### config.mk
export PLATFORM = sky130hd
export DESIGN_NAME = fifo_rd_stream_adapter
export DESIGN_NICKNAME = d
export VERILOG_FILES = /design/src/rtl/fifo_rd_stream_adapter.sv
export SDC_FILE = /design/constraint.sdc
export NUM_CORES = 1
export LEC_CHECK = 0
export CELL_PAD_IN_SITES_DETAIL_PLACEMENT = 1
export CELL_PAD_IN_SITES_GLOBAL_PLACEMENT = 1
export CORE_MARGIN = 8
export CORE_UTILIZATION = 30
export DETAILED_ROUTE_END_ITERATION = 6
export GPL_TIMING_DRIVEN = 1
export PLACE_DENSITY = 0.71
export SLEW_MARGIN = 0
export SYNTH_ARGS = -nofsm -noshare
export SYNTH_HDL_FRONTEND = slang
export SYNTH_SLANG_ARGS = --single-unit
### constraint.sdc
create_clock -name clk -period 4.7 [get_ports clk]
set_input_delay 0.705 -clock clk [delete_from_list [all_inputs] [get_ports clk]]
set_output_delay 0.705 -clock clk [all_outputs]
set_load 0.05 [all_outputs]
### src/rtl/fifo_rd_stream_adapter.sv
// Registered-read FIFO port to valid/ready stream adapter with a skid buffer.
// Optional counters for transfers and stalled cycles: define FIFO_RD_STREAM_ADAPT_STATS_EN.
module fifo_rd_stream_adapter #(
  parameter int WIDTH      = 8,
  parameter int SKID_DEPTH = 2
) (
  input  logic             clk,
  input  logic             rst,
  output logic             fifo_rd,
  input  logic             fifo_empty,
  input  logic [WIDTH-1:0] fifo_rd_data,
  output logic             out_valid,
  input  logic             out_ready,
  output logic [WIDTH-1:0] out_data
`ifdef FIFO_RD_STREAM_ADAPT_STATS_EN
  ,
  output logic [15:0]      xfer_cnt,
  output logic [15:0]      drop_stall
`endif
);

  localparam int PW = (SKID_DEPTH > 1) ? $clog2(SKID_DEPTH) : 1;
  localparam int OW = $clog2(SKID_DEPTH + 1);
  localparam logic [PW-1:0] LAST_PTR = PW'(SKID_DEPTH - 1);
  localparam logic [OW-1:0] DEPTH    = OW'(SKID_DEPTH);

  logic [WIDTH-1:0] mem [SKID_DEPTH];
  logic [PW-1:0]    rd_ptr;
  logic [PW-1:0]    wr_ptr;
  logic [OW-1:0]    occ;
  logic [OW-1:0]    committed;
  logic             inflight;
  logic             accept;
  logic             push;
  logic             pop;

  function automatic logic [PW-1:0] next_ptr(input logic [PW-1:0] p);
    return (p == LAST_PTR) ? '0 : p + PW'(1);
  endfunction

  // Slots already promised: words stored plus the word the FIFO returns next cycle.
  always_comb begin
    committed = occ + OW'(inflight);
    out_valid = !rst && (occ != '0);
    out_data  = out_valid ? mem[rd_ptr] : '0;
    pop       = out_valid && out_ready;
    fifo_rd   = !rst && !fifo_empty && ((committed < DEPTH) || pop);
    accept    = fifo_rd && !fifo_empty;
    push      = inflight;
  end

  // NOTE: storage has no reset; occ and the pointers alone decide which entries are live.
  always_ff @(posedge clk) begin
    if (push) mem[wr_ptr] <= fifo_rd_data;
  end

  // NOTE: non-blocking assignments so every register updates from pre-edge values.
  always_ff @(posedge clk) begin
    if (rst) begin
      inflight <= 1'b0;
      occ      <= '0;
      rd_ptr   <= '0;
      wr_ptr   <= '0;
    end else begin
      inflight <= accept;
      if (push) wr_ptr <= next_ptr(wr_ptr);
      if (pop)  rd_ptr <= next_ptr(rd_ptr);
      case ({push, pop})
        2'b10:   occ <= occ + OW'(1);
        2'b01:   occ <= occ - OW'(1);
        default: occ <= occ;
      endcase
    end
  end

`ifdef FIFO_RD_STREAM_ADAPT_STATS_EN
  // Both counters saturate rather than wrap.
  always_ff @(posedge clk) begin
    if (rst) begin
      xfer_cnt   <= '0;
      drop_stall <= '0;
    end else begin
      if (pop && (xfer_cnt != 16'hFFFF))
        xfer_cnt <= xfer_cnt + 16'd1;
      if (out_valid && !out_ready && (drop_stall != 16'hFFFF))
        drop_stall <= drop_stall + 16'd1;
    end
  end
`endif

endmodule
# Yosys cells after proc, flatten, opt, wreduce, memory -nomap -nowiden

Memory sizes are Yosys's and may differ from the RTL's. A register that Yosys moved wholly into a read port is not among the register bits.
Index checks and enable logic that the tools add are counted.

Bits in registers: 5
Latch bits: 0
Memory bits (writable): 16
Bits in read-only memories: 0
Bits of input ports: 12
Output and inout port bits: 10
Logic and storage cells: 31
Memories: 1

Add/subtract/negate cells: 5
Multiply operators: 0
Divide/modulo/power cells: 0
Order comparisons: 1
Equality and inequality tests: 2
Shift-type cells: 0
Muxes and demuxes: 8
Bitwise gates (word level): 0
Reduce and logical (&&, ||, !) cells: 10

Memory list:

| memory | words | bits a word | rd ports | clocked after memory_dff | wr ports | line | source |
|---|---|---|---|---|---|---|---|
| mem    | 2     | 8           | 1        | 1                        | 1        | 27   | `logic [WIDTH-1:0] mem [SKID_DEPTH];` |

Operators by type and width:

| cell                                             | number |
|---|---|
| two-way mux 8 bit                                | 1 |
| two-way mux 1 bit                                | 6 |
| logical AND 1 bit                                | 5 |
| one-hot mux 2 bit (2 select lines)               | 1 |
| nonzero test 2 bit                               | 2 |
| adder 1 bit, second input constant               | 2 |
| adder 2 x 1 -> 2 bit                             | 1 |
| adder 2 x 1 -> 2 bit, second input constant      | 1 |
| == test 2 x 1 -> 1 bit, second input constant    | 1 |
| == test 2 bit, second input constant             | 1 |
| logical NOT 1 bit                                | 2 |
| < comparator 2 bit, second input constant        | 1 |
| subtractor 2 x 1 -> 2 bit, second input constant | 1 |
| logical OR 1 bit                                 | 1 |

# Depth between registers and ports, before layout

Gate-level depths: netlist of the first run.

Depth in word-level cells: 6
Mapped depth: 7
Depth with buffers taken out: 7

# Worst setup path after synthesis of the first run

No wires, ideal clock.

Path type: input to output
Start point: input rst
End point: output out_data[0]
Arrival time: 1.621 ns
Data required time: 3.995 ns
Setup slack: 2.374 ns
Stages: 2
Path buffers: 0
Cell sequence: o21bai_2 -> nor2_1

Cells in the longest elaborated chain, start to end: 3

Ends and longest elaborated chain:

| element            | line | source |
|---|---|---|
| start: declaration | 8    | `input logic rst,` |
| logical NOT 1 bit  | 44   | `out_valid = !rst && (occ != '0);` |
| logical AND 1 bit  | 44   |  |
| two-way mux 8 bit  | 45   | `out_data = out_valid ? mem[rd_ptr] : '0;` |
| end: declaration   | 14   | `output logic [WIDTH-1:0] out_data` |

No other way between the ends.

# Worst setup path after layout of the first run

Start point: input rst
End point: output out_data[6]

The elaborated chain is that of the path after synthesis.

==> impl_metrics.py, run 1 <==
metrics = {
    "timing": {
        "relSlewSlack": 0.529,
        "fmax_mhz": 311,
        "setup-violations-final": 0,
        "hold_ws_ns": 0.526,
        "rsz0062_at_grt": "no",
        "slew_violations": 0,
        "worst_slack_ns": 1.48,
        "totalNegativeSetupSlack_ns": 0,
        "period_minus_slack_ns": 3.22,
        "final.period_utilization": 0.684,
        "skew_ns": 0.00362,
        "hold_viol_final": 0,
        "worstMarginPinSlew_ns": 0.704,
    },
    "floorplan": {
        "die_h_um": 69.7,
        "num_rows": 19,
        "die_width_um": 69.7,
        "core_area_mm2": 0.00276,
        "io_pins": 22,
        "initial_core_util": 0.314,
        "dieArea_mm2": 0.00486,
    },
    "routing": {
        "drc_errors": 0,
        "ant_nets": 0,
        "drt_first_iter_violations": 1,
        "wl_per_cell_um": 13.4,
        "finalWirelength_um": 1580,
        "via_per_inst": 4.59,
        "drt_pass1_iterations": 2,
        "num_vias": 542,
    },
    "global_routing": {
        "antenna_found_initial": 0,
        "grt_pass1_wl_um": 2700,
        "grt_pass1_vias": 596,
        "grt-ovfl-total": 0,
        "grt_max_degree": 13,
        "track_usage": 0.0682,
    },
    "setup_path": {
        "cp_max_fo": 9,
        "crit_path_start_kind": "primary input",
        "critical_path_arrival_ns": 2.51,
        "crit_path_end_kind": "output port",
        "critPathKind": "primary input to output port",
        "cp.required_ns": 3.99,
    },
    "cts": {
        "cts_buffers": 3,
        "post_cts_buffers": 0,
        "cts_max_level": 1,
        "cts_tree": "yes",
        "holdBufCountCts": 0,
        "clock-sinks": 22,
        "cts_root_buf": "clkbuf_4",
        "clk_pin_slew_ns": 0.10,
        "clk_latency_ns": 0.29,
        "cts_buffer_depth": 2,
        "cts_resized": 0,
    },
    "place": {
        "gp_congestion": 0.770,
        "io_buffers": 21,
        "dp_hpwl_um": 1260,
        "dp_slack_ns": 1.46,
    },
    "layout": {
        "layout_common_cells": "21 x clkdlybuf4s50_1, 16 x edfxtp_1, 14 x nor2_1, 8 x mux2i_1, 6 x dfxtp_1",
        "final_common_cell": "clkdlybuf4s50_1",
        "fin_util": 0.416,
        "antennaDiodeCount": 0,
        "nets": 101,
        "drive_gt1_frac": 0.0575,
        "syn_to_final_growth_pct": 32.4,
    },
    "yosys": {
        "syn-cell-area_um2": 866,
        "synth_cells": 63,
        "yosys_warnings": 0,
        "syn_avg_cell_area_um2": 13.7,
        "ys_seq_elements": 22,
        "yosys.cell_types.count": 16,
        "syn_nets": 76,
        "ys_seq_area_frac": 0.694,
    },
    "min_path": {
        "hp-class": "flip-flop to flip-flop",
    },
    "power": {
        "power_density_mw_per_mm2": 361,
        "p_leak_nw": 0.389,
        "power_mw": 0.413,
        "ir_drop_uv": 166,
    },
    "run": {
        "cap_violations": 0,
    },
    "run_status": {
        "outcome": "finished clean",
    },
}
## worst max-delay path: stages
cell and delay [ns]:
clkdlybuf4s50_1 0.51, o21bai_2 0.33, nor2_1 0.15, clkdlybuf4s50_1 0.82
## metal layers
metal  up-vias  share of wire  track usage
met3         2          0.098       0.0372
met4         0          0.013       0.0201
li1        267              -            -
met1       255           0.41       0.0748
met2        18           0.47        0.111
met5         -              0            0
## logic make-up after synthesis
logic type | share of synthesized area
AO/OA/AOI/OAI | 0.0477
XOR/XNOR | 0.0506
adder cells (fa/ha/maj) | 0.0144
buffers and inverters | 0.0144
flip-flops | 0.694
multiplexers | 0.0925
AND/OR/NAND/NOR | 0.0867
## stage by stage
stage                     cell area [um2]  cells
after floorplan                       866     63
after detailed placement             1110    114
final                                1150    118
after CTS                            1150    118
after global routing                 1150    118
after global placement               1110    114
## final cells by class
type                            count  area, um2
Inverter                            2       7.51
Sequential cell                    22        601
Clock buffer                        4       36.3
Tap cell                           31       38.8
Timing Repair Buffer               21        210
Multi-Input combinational cell     38        253
Fill cell                         319       1610
## path summary, 6_finish.rpt
path,from,endpoint,slack (ns),cells after the start
setup / recovery,rst,out_data[6],1.48,4
hold / removal,rd_ptr,rd_ptr,0.53,2
setup reg to reg,occ[1],occ[1],2.80,6
hold reg to reg,rd_ptr,rd_ptr,0.53,2
## report_power, final
| part | internal (mW) | leakage [nW] | total [mW] | switching (mW) |
|---|---|---|---|---|
| Combinational | 0.0359 | 0.172 | 0.0840 | 0.0481 |
| Clock | 0.0472 | 0.0210 | 0.0972 | 0.0500 |
| Sequential | 0.221 | 0.196 | 0.232 | 0.0115 |
| Total | 0.304 | 0.389 | 0.413 | 0.110 |
## cells in the mapped netlist
library cell	number	share of area
edfxtp_1	16	0.55
nor2_1	14	0.061
mux2i_1	8	0.092
dfxtp_1	6	0.14
xor2_1	3	0.030
and2_1	2	0.014
inv_1	2	0.0087
o21a_1	2	0.017
o21ai_0	2	0.012
xnor2_1	2	0.020
a21oi_1	1	0.0058
buf_2	1	0.0058
ha_1	1	0.014
nand2_1	1	0.0043
o21bai_2	1	0.013
or3_1	1	0.0072
## registers in the layout, indices dropped and copies added, names as in the netlist, named ones only
signal and cells:
rd_ptr 1, occ 2, wr_ptr 1, mem 16, inflight 1
(Power assumes the default switching activity.)
==> run 2: changes to the inputs <==
PLACE_DENSITY = 0.73   (was 0.71)
clock period = 2.72 ns   (was 4.7 ns; I/O delays follow)
==> run 2 against run 1 <==
  * Critical path type is now primary input to flip-flop
  * Design area is 2.5% higher
  * Total power is 92% higher
  * Hold slack better by 0.0046 ns
  * Core utilization is 1.0 points higher
  * Sequential power rose by 73%
  * First-iteration DRC count rose to 13 times the previous value
==> impl_metrics.py, run 2 (synthesis gave the netlist of run 1 again) <==
metrics = {
    "power": {
        "cellInternalPower_mw": 0.596,
        "power_density_mw_per_mm2": 675,
        "p_leak_nw": 0.424,
        "p_switching_mw": 0.197,
        "seq_power_share": 0.506,
        "power_frac_clock": 0.301,
        "p_sw_frac": 0.248,
        "ir_drop_uv": 385,
        "comb_power_share": 0.193,
    },
    "setup_path": {
        "crit_chain": "clkdlybuf4s50_1 > o21bai_2 > inv_1 > and2_1 > ha_1 > or3_1 > a21oi_1",
        "cp.buffers_inverters": 2,
        "critical_path_arrival_ns": 2.35,
        "slowest_stage": "clkdlybuf4s50_1",
        "cp.required_ns": 2.95,
        "cp_top_family": "buffers and inverters",
        "critPathMaxStageDelay_ns": 0.58,
        "crit_path_start_kind": "primary input",
        "crit_path_end_kind": "flip-flop",
        "cp_max_fo": 9,
        "critPathKind": "primary input to flip-flop",
        "worstSetupStartpoint": "rst",
        "reg2reg_from": "occ[1]",
    },
    "layout": {
        "reg.largest.list": "mem x16, occ x2",
        "syn_to_final_growth_pct": 35.7,
        "nets": 101,
        "antennaDiodeCount": 0,
        "finalNonFillerCells": 118,
        "fill_cells": 299,
        "multi_input_area_um2": 253,
        "final_common_cell": "edfxtp_1",
        "layout_common_cells": "16 x edfxtp_1, 14 x nor2_1, 11 x clkdlybuf4s50_1, 8 x mux2i_1, 7 x buf_4",
        "ff_latch_area_um2": 601,
        "largest_reg_flops": 16,
        "regMostFlops": "mem",
        "drive_gt1_frac": 0.172,
    },
    "routing": {
        "via_per_inst": 4.47,
        "finalWirelength_um": 1640,
        "drt_first_iter_violations": 13,
        "drt_pass1_iterations": 3,
        "ant_nets": 0,
        "drc_errors": 0,
        "wl_per_cell_um": 13.9,
        "num_vias": 527,
    },
    "timing": {
        "final.period_utilization": 0.780,
        "relSlewSlack": 0.533,
        "totalNegativeSetupSlack_ns": 0,
        "worstMarginPinSlew_ns": 0.699,
        "setup-violations-final": 0,
        "slew_violations": 0,
        "hold_viol_final": 0,
        "hold_ws_ns": 0.531,
        "fmax_mhz": 471,
        "rsz0062_at_grt": "no",
        "skew_ns": 0.00332,
        "worst_slack_ns": 0.598,
        "period_minus_slack_ns": 2.12,
    },
    "run_status": {
        "outcome": "finished clean",
    },
    "cts": {
        "holdBufCountCts": 0,
        "clk_pin_slew_ns": 0.11,
        "post_cts_buffers": 0,
        "cts_resized": 0,
        "cts_tree": "yes",
        "cts_buffers": 3,
        "cts_root_buf": "clkbuf_4",
        "cts_max_level": 1,
        "clock-sinks": 22,
        "clk_latency_ns": 0.29,
        "cts_buffer_depth": 2,
    },
    "floorplan": {
        "core_area_mm2": 0.00276,
        "initial_core_util": 0.314,
        "die_width_um": 69.7,
        "dieArea_mm2": 0.00486,
        "die_h_um": 69.7,
        "num_rows": 19,
        "io_pins": 22,
    },
    "global_routing": {
        "antenna_found_initial": 0,
        "grt_max_degree": 14,
        "grt_pass1_wl_um": 2900,
        "grt-ovfl-total": 0,
        "track_usage": 0.0722,
        "grt_pass1_vias": 648,
    },
    "place": {
        "io_buffers": 21,
        "dp_slack_ns": 0.270,
        "gp_congestion": 0.733,
        "dp.cells": 114,
    },
    "run": {
        "cap_violations": 0,
    },
    "min_path": {
        "hold_start": "rd_ptr",
        "hp-class": "flip-flop to flip-flop",
    },
}
==> run 2: changes by cell type in the layout (fill, tap and decap cells not counted) <==
cell	delta
clkbuf_8	-1
buf_12	+3
clkdlybuf4s50_1	-10
buf_4	+7
bufinv_16	+1
==> run 2: metrics by stage <==
| stage | power (mW) | instance area (um2) | util |
|---|---|---|---|
| global route | 0.830 | 1170 | 0.426 |
| global placement | 0.561 | 1120 | 0.407 |
| detailed placement | 0.565 | 1120 | 0.407 |
| CTS | 0.806 | 1170 | 0.426 |
| finish | 0.793 | 1170 | 0.426 |
| floorplan | 0.500 | 866 | - |
==> run 2: per-layer routing <==
layer	GRT usage	up-vias	wire length [um]
met5	0	-	0
met4	0.0268	0	0
met3	0.0243	0	92
met1	0.0838	242	761
met2	0.120	18	784
li1	-	267	-
==> run 2: final cells by class <==
class,count,area share
Clock inverter,1,0.0256
Multi-Input combinational cell,38,0.215
Clock buffer,3,0.0192
Tap cell,31,0.0330
Inverter,2,0.00639
Timing Repair Buffer,21,0.190
Sequential cell,22,0.511
==> run 2: worst paths after layout <==
kind	to	slack, ns	cells past startpoint
setup / recovery	occ[1]	0.60	7
hold / removal	rd_ptr	0.53	2
setup reg to reg	occ[1]	0.80	6
hold reg to reg	rd_ptr	0.53	2
==> run 2: worst reg2reg max path: cells and delay by family (launching register included) <==
kind | cells | cell delay (ns)
buffers and inverters | 1 | 0.11
DFF | 1 | 0.38
AOI/OAI and AO/OA | 2 | 0.52
and+or+nand+nor | 2 | 0.53
adders and majority gates | 1 | 0.31
==> run 2: power groups by stage <==
stage / clock network (mW) / registers, mW / logic (mW)
2_1_floorplan: 0 / 0.398 / 0.102
3_3_place_gp: 0 / 0.409 / 0.152
3_5_place_dp: 0 / 0.410 / 0.155
4_1_cts: 0.248 / 0.402 / 0.156
5_1_grt: 0.260 / 0.404 / 0.166
6_report: 0.239 / 0.401 / 0.153
